File: src/rtl/csi2_pkt_framer.sv
// Frames the 4-pixel-per-clock video stream into CSI-2 style packets: FS/FE short
// packets on vsync edges and one header/payload/CRC-16 long packet per active line.
module csi2_pkt_framer #(
  parameter int         HACT      = 1920,
  parameter int         BPP_BYTES = 2,
  parameter logic [1:0] VC        = 2'd0
) (
  input  logic        i_clk,
  input  logic        i_rst,
  input  logic        i_hsync,
  input  logic        i_vsync,
  input  logic [63:0] i_pixel_data,
  input  logic        i_pixel_valid,
  input  logic [5:0]  i_data_type,
  output logic [63:0] o_pkt_data,
  output logic        o_pkt_valid,
  output logic        o_pkt_sop,
  output logic        o_pkt_eop,
  output logic [15:0] o_frame_num,
  output logic        o_err_len,
  output logic        o_err_ovr
);

  localparam logic [15:0] WC    = 16'(HACT * BPP_BYTES);
  localparam logic [15:0] WORDS = 16'(HACT / 4);

  typedef enum logic [1:0] {S_IDLE, S_LINE, S_TRAIL, S_DROP} state_t;

  state_t           state_reg;
  logic             vsync_reg, valid_reg;
  logic             fs_pend_reg, fe_pend_reg;
  logic [63:0]      pipe_reg;
  logic [15:0]      crc_reg, count_reg;
  logic             hsync_unused;
  logic             vs_rise, vs_fall, line_rise, line_fall, line_ok, line_out;
  logic             fs_req, fe_req;
  logic [15:0]      frame_next;
  logic [8:0][15:0] crc_chain;

  function automatic logic [63:0] short_word(input logic [5:0] dt, input logic [15:0] field);
    logic [7:0] di;
    di = {VC, dt};
    return {32'd0, di ^ field[7:0] ^ field[15:8], field, di};
  endfunction

  function automatic logic [15:0] crc_byte(input logic [15:0] crc, input logic [7:0] data);
    logic [15:0] c;
    c = crc ^ {8'd0, data};
    for (int i = 0; i < 8; i++) c = c[0] ? ((c >> 1) ^ 16'h8408) : (c >> 1);
    return c;
  endfunction

  assign hsync_unused = i_hsync;
  assign vs_rise      = i_vsync & ~vsync_reg;
  assign vs_fall      = ~i_vsync & vsync_reg;
  assign line_rise    = i_pixel_valid & ~valid_reg;
  assign line_fall    = ~i_pixel_valid & valid_reg;
  assign line_ok      = line_rise & i_vsync & (state_reg == S_IDLE);
  // Any cycle carrying header, payload or trailer blocks the short packets.
  assign line_out     = (state_reg == S_LINE) | (state_reg == S_TRAIL) | line_ok;
  assign fs_req       = fs_pend_reg | vs_rise;
  assign fe_req       = fe_pend_reg | vs_fall;
  assign frame_next   = (o_frame_num == 16'hFFFF) ? 16'd1 : o_frame_num + 16'd1;

  // CRC over the word leaving the payload stage, bytes [7:0] first.
  assign crc_chain[0] = crc_reg;
  generate
    for (genvar gi = 0; gi < 8; gi++) begin : g_crc
      assign crc_chain[gi+1] = crc_byte(crc_chain[gi], pipe_reg[8*gi +: 8]);
    end
  endgenerate

  always_ff @(posedge i_clk) begin
    if (i_rst) begin
      state_reg   <= S_IDLE;
      vsync_reg   <= 1'b0;
      valid_reg   <= 1'b0;
      fs_pend_reg <= 1'b0;
      fe_pend_reg <= 1'b0;
      pipe_reg    <= '0;
      crc_reg     <= 16'hFFFF;
      count_reg   <= '0;
      o_pkt_data  <= '0;
      o_pkt_valid <= 1'b0;
      o_pkt_sop   <= 1'b0;
      o_pkt_eop   <= 1'b0;
      o_frame_num <= '0;
      o_err_len   <= 1'b0;
      o_err_ovr   <= 1'b0;
    end else begin
      vsync_reg   <= i_vsync;
      valid_reg   <= i_pixel_valid;
      fs_pend_reg <= fs_req;
      fe_pend_reg <= fe_req;
      o_pkt_data  <= '0;
      o_pkt_valid <= 1'b0;
      o_pkt_sop   <= 1'b0;
      o_pkt_eop   <= 1'b0;
      case (state_reg)
        S_IDLE: begin
          if (line_ok) begin
            state_reg   <= S_LINE;
            o_pkt_data  <= short_word(i_data_type, WC);
            o_pkt_valid <= 1'b1;
            o_pkt_sop   <= 1'b1;
            pipe_reg    <= i_pixel_data;
            crc_reg     <= 16'hFFFF;
            count_reg   <= 16'd1;
          end else if (line_rise) begin
            state_reg <= S_DROP;
            o_err_ovr <= 1'b1;
          end
        end
        S_LINE: begin
          o_pkt_data  <= pipe_reg;
          o_pkt_valid <= 1'b1;
          crc_reg     <= crc_chain[8];
          if (i_pixel_valid) begin
            pipe_reg <= i_pixel_data;
            if (count_reg != 16'hFFFF) count_reg <= count_reg + 16'd1;
          end else begin
            state_reg <= S_TRAIL;
            if (count_reg != WORDS) o_err_len <= 1'b1;
          end
        end
        S_TRAIL: begin
          o_pkt_data  <= {48'd0, crc_reg};
          o_pkt_valid <= 1'b1;
          o_pkt_eop   <= 1'b1;
          // A new line arriving while the trailer is still going out cannot be framed.
          if (line_rise) begin
            state_reg <= S_DROP;
            o_err_ovr <= 1'b1;
          end else begin
            state_reg <= S_IDLE;
          end
        end
        S_DROP: begin
          if (line_fall) state_reg <= S_IDLE;
        end
        default: state_reg <= S_IDLE;
      endcase
      if (!line_out && fe_req) begin
        o_pkt_data  <= short_word(6'h01, o_frame_num);
        o_pkt_valid <= 1'b1;
        o_pkt_sop   <= 1'b1;
        o_pkt_eop   <= 1'b1;
        fe_pend_reg <= 1'b0;
      end else if (!line_out && fs_req) begin
        o_pkt_data  <= short_word(6'h00, frame_next);
        o_pkt_valid <= 1'b1;
        o_pkt_sop   <= 1'b1;
        o_pkt_eop   <= 1'b1;
        o_frame_num <= frame_next;
        fs_pend_reg <= 1'b0;
      end
    end
  end

endmodule

File: config.mk
export PLATFORM = sky130hd
export DESIGN_NAME = csi2_pkt_framer
export DESIGN_NICKNAME = d
export VERILOG_FILES = /design/src/rtl/csi2_pkt_framer.sv
export SDC_FILE = /design/constraint.sdc
export NUM_CORES = 1
export LEC_CHECK = 0
export ABC_AREA = 1
export BUFFER_PORTS_ARGS = -buffer_cell sky130_fd_sc_hd__buf_2
export CORE_ASPECT_RATIO = 1.1
export CORE_MARGIN = 1.5
export CORE_UTILIZATION = 55
export DETAILED_ROUTE_END_ITERATION = 7
export PLACE_DENSITY = 0.75
export SLEW_MARGIN = 15
export SYNTH_ARGS = -nofsm -noshare
export SYNTH_HDL_FRONTEND = slang
export SYNTH_SLANG_ARGS = --single-unit
File: constraint.sdc
create_clock -name i_clk -period 6 [get_ports i_clk]
set_input_delay 1.2 -clock i_clk [delete_from_list [all_inputs] [get_ports i_clk]]
set_output_delay 1.2 -clock i_clk [all_outputs]
set_load 0.01 [all_outputs]
======== Word-level counts from Yosys, hierarchy flattened ========
Cells that the tools add are included.
storage, ports and cells
  input bits .............................. 75
  word-level logic and storage cells ...... 237
  flip-flop bits (word level) ............. 187
operators by class
  eq/ne operators ......................... 13
  mux-type cells .......................... 99
  reductions and logical operators ........ 16
  bitwise logic cells ..................... 91
  add/subtract/negate cells ............... 2
operator list
  kind                   number
  $mux 16                69
  $not 2->3              64
  $pmux 64 s3            1
  $mux 64                2
  $pmux 64 s2            1
  $xor 16x8->16          8
  $mux 32                2
  $pmux 16 s2            2
  $add 16x1->16 const B  2
  $mux 30                1
  $eq 16x16->1 const B   1
  $ne 16x16->1 const B   1
  $ne 16x9->1 const B    1
  $xor 8x8->8            2
  $mux 1                 13
  $mux 2                 5
  $ne 2x2->1 const B     5
  $reduce_and 3->1       3
  $pmux 2 s4             1
  $and 1x1->1            6
  $not 1->1              6
  $reduce_and 2->1       3
  $eq 2x2->1 const B     2
  $not 4->4              1
  12 further kinds       19

======== Longest topological paths before layout ========
  depth in word-level cells ............... 137
  gate-level depth with buffers ........... 37
  gate-level depth less buffers ........... 37

======== Worst setup path before layout ========
OpenSTA, ideal clock, no wires.
  kind .................................... input-to-reg
  start ................................... input i_pixel_valid
  end ..................................... register count_reg[13]
  cell stages on the path ................. 20
  required time ........................... 5885 ps
  slack ................................... 2279 ps
  arrival time ............................ 3606 ps
  cells stage by stage .................... inv_1 > nor2_1 > inv_1 > nor3_2 > inv_1 > nand2_1 > nand2_1 > inv_1 > nand2_1 > inv_1 > nand4_1 > nor3_1 > nand2_1 > nor2_1 > inv_1 > nor2_1 > inv_1 > nor2_1 > nor2_1 > a2111oi_0
on the way
  cells in the longest elaborated chain, start to end .. 5
RTL lines
  what                          line  RTL
  from (decl)                   13    input logic i_pixel_valid,
  $and 1x1->1                   56    assign line_rise = i_pixel_valid & ~valid_reg;
  $and 1x1->1 (2 in series)     58    assign line_ok = line_rise & i_vsync & (state_reg == S_IDLE);
  $ne 2x2->1 (no line)          -
  $reduce_and 4->1 (no line) *  -
  to (signal assigned)          120   if (count_reg != 16'hFFFF) count_reg <= count_reg + 16'd1;
  to (decl)                     33    logic [15:0] crc_reg, count_reg;
Every way passes the cells marked *; elsewhere a longest branch is shown, timed or not.
A chain may end at the register's enable or synchronous reset.

======== Worst setup path in the final report ========
Same ends and word-level chain as after synthesis.

==> flow_metrics.tcl <==
set metrics [dict create \
    critical_path_class "input port to flip-flop" \
    io_pins 160 \
    tightest_slew_ns 1.192 \
    synth-seq-area-share_pct 32.28 \
    r2r-start "state_reg[0]" \
    die_y_um 155.3 \
    rsz0062_at_grt "no" \
    routed_wirelength_um 33650 \
    viasPerCell 5.471 \
    reg2regPathDepth 20 \
    dp_hpwl_um 25620 \
    drcViolationCount 0 \
    status "completed" \
    setup_violations 0 \
    drtPass1Iterations 5 \
    cap_violations 0 \
    synth_common_cells "nand2_1, inv_1, nand3_1" \
    grt-ovfl-total 0 \
    dp.cells 2146 \
    synth_most_common_cell "nand2_1" \
    io_buffers 158 \
    worst_hold_slack_ns 0.4699 \
    critPathLaunchType "input port" \
    slew_headroom_pct 20.35 \
    hold_path.class "flip-flop to flip-flop" \
    nets 1991 \
    syn_nets 1859 \
    clk_pin_slew_ns 0.07 \
    async_reset_ff_share_pct 0 \
    clock-sinks 187 \
    cts_root_buf "clkbuf_16" \
    holdCritStartpoint "o_err_ovr" \
    r2r_slack_ns 1.73 \
    synth_area_leaders "dfxtp_1, nand2_1, nand3_1, inv_1, a21oi_1" \
    clk_latency_ns 0.45 \
    syn_area_mm2 0.01160 \
    yosysTopAreaCell "dfxtp_1" \
    post_cts_resized 0 \
    start_util_pct 56.18 \
    die_w_um 141.5 \
    rows 55 \
    synth_seq_cells 187 \
    layout_setup_ws_ns 1.277 \
    crit_path_start "i_pixel_valid" \
    grt_antenna_before_repair 0 \
    min_path_cells 1 \
    whs_endpoint "o_err_ovr" \
    gp_congestion 0.9575 \
    pre_cts_ws_ns 0.9753 \
    synthFlopType "dfxtp_1" \
    cp-end-kind "flip-flop" \
    max_freq_mhz 211.7 \
    crit_arrival_ns 5.05 \
    grt_pass1_wl_um 53300 \
    cp_max_fo 57 \
    synth-edff-count 0 \
    synth_top_area_share_pct 32.28 \
    postRouteAntennaNets 0 \
    r2r_end "count_reg[13]" \
    grt_max_degree 72 \
    synthesis.instances 1777 \
    drtIter0Drc 691 \
    drv_slew 0 \
    die-area_mm2 0.02197 \
    final_layout_size_suffix_gt1_share_pct 20.19 \
    cts_hold_buf 0 \
    wire_per_inst_um 15.45 \
    htreeDepth 4 \
    hold_violations 0 \
    core-area_mm2 0.02064 \
    min_period_ns 4.723 \
    stdcell_count 2178 \
    cts_tree "yes" \
    area_growth_pct 13.65 \
    synthDistinctLibCells 48 \
    tns_ns 0 \
    cp.required_ns 6.32 \
    num_vias 11915 \
    cts_buffers 17 \
    grt_pass1_vias 10900 \
    skew_ns 0.009937 \
    cts_setup_buffers 0 \
    min_period_over_period_pct 78.72 \
    synth_area_per_cell_um2 6.526 \
    ys_warn_count 0 \
    ctsLongestPathBuffers 2 \
    n_antenna_cell 0 \
    track_usage_pct 30.72 \
]
[placed cells by master (no fill, tap or decap), types with 4 or more instances in the layout]
cell	instances
a21oi_1	120
a31oi_1	15
buf_2	158
buf_4	6
clkbuf_16	17
dfxtp_1	187
ha_1	7
inv_1	201
inv_2	28
inv_8	5
nand2_1	496
nand2_2	78
nand2_4	28
nand3_1	192
nand3_2	39
nand3_4	7
nand3b_1	4
nand4_1	7
nor2_1	72
nor3_1	51
o211ai_1	9
o21ai_0	105
o21ai_1	6
o22ai_1	13
xnor2_1	10
xor2_1	16
[stage by stage]
step | util, % | area [um^2]
after global routing | 63.84 | 13180
after floorplan | - | 11600
after global placement | 60.84 | 12560
after detailed placement | 60.84 | 12560
after CTS | 63.84 | 13180
final | 63.84 | 13180
[final cells by class]
class                           count  area [um^2]
Timing Repair Buffer              164        835.8
Clock inverter                     15        195.2
Tap cell                          256        320.3
Clock buffer                       17        425.4
Inverter                          232        873.3
Sequential cell                   187         3744
Multi-Input combinational cell   1307         6787
Fill cell                        1928         7465
[critical path: stages]
cell,delay (ns)
buf_2,0.11
inv_1,0.06
nor2_1,0.18
inv_1,0.12
nor3_2,0.48
inv_1,0.34
nand2_1,0.19
nand2_4,0.30
inv_1,0.21
nand2_1,0.15
inv_1,0.17
nand4_1,0.17
nor3_1,0.36
nand2_1,0.12
nor2_1,0.10
inv_1,0.06
nor2_1,0.16
inv_1,0.06
nor2_1,0.15
nor2_1,0.05
a2111oi_0,0.28
[how the worst max path moves through the flow]
stage / slack (ns) / endpoint / cells past startpoint
floorplan: 2.28 / count_reg[13] / 20
global placement: 1.21 / count_reg[13] / 21
detailed placement: 0.98 / count_reg[13] / 21
CTS: 1.40 / count_reg[13] / 21
global route: 0.83 / count_reg[13] / 21
finish: 1.28 / count_reg[13] / 21
[layer usage]
layer	part of all wire, %	global-route usage [%]	wire (um)
met5	0	0	0
met4	4.9	16.99	1660
met3	5.3	3.570	1796
met2	47	52.59	15950
met1	42	37.63	14250
[kinds of logic (layout without fill, tap and decap cells)]
| family | count (synthesis) | in the layout | synth area share [%] |
|---|---|---|---|
| simple gates | 985 | 985 | 41.58 |
| compound gates | 283 | 283 | 13.12 |
| buf+inv | 283 | 428 | 9.267 |
| flops | 187 | 187 | 32.28 |
| xor+xnor | 32 | 32 | 2.999 |
| fa+ha+maj | 7 | 7 | 0.7552 |
Power is left out: the tool's default activity adds up to more than one toggle a clock period on the data nets, which glitch-free logic cannot reach.
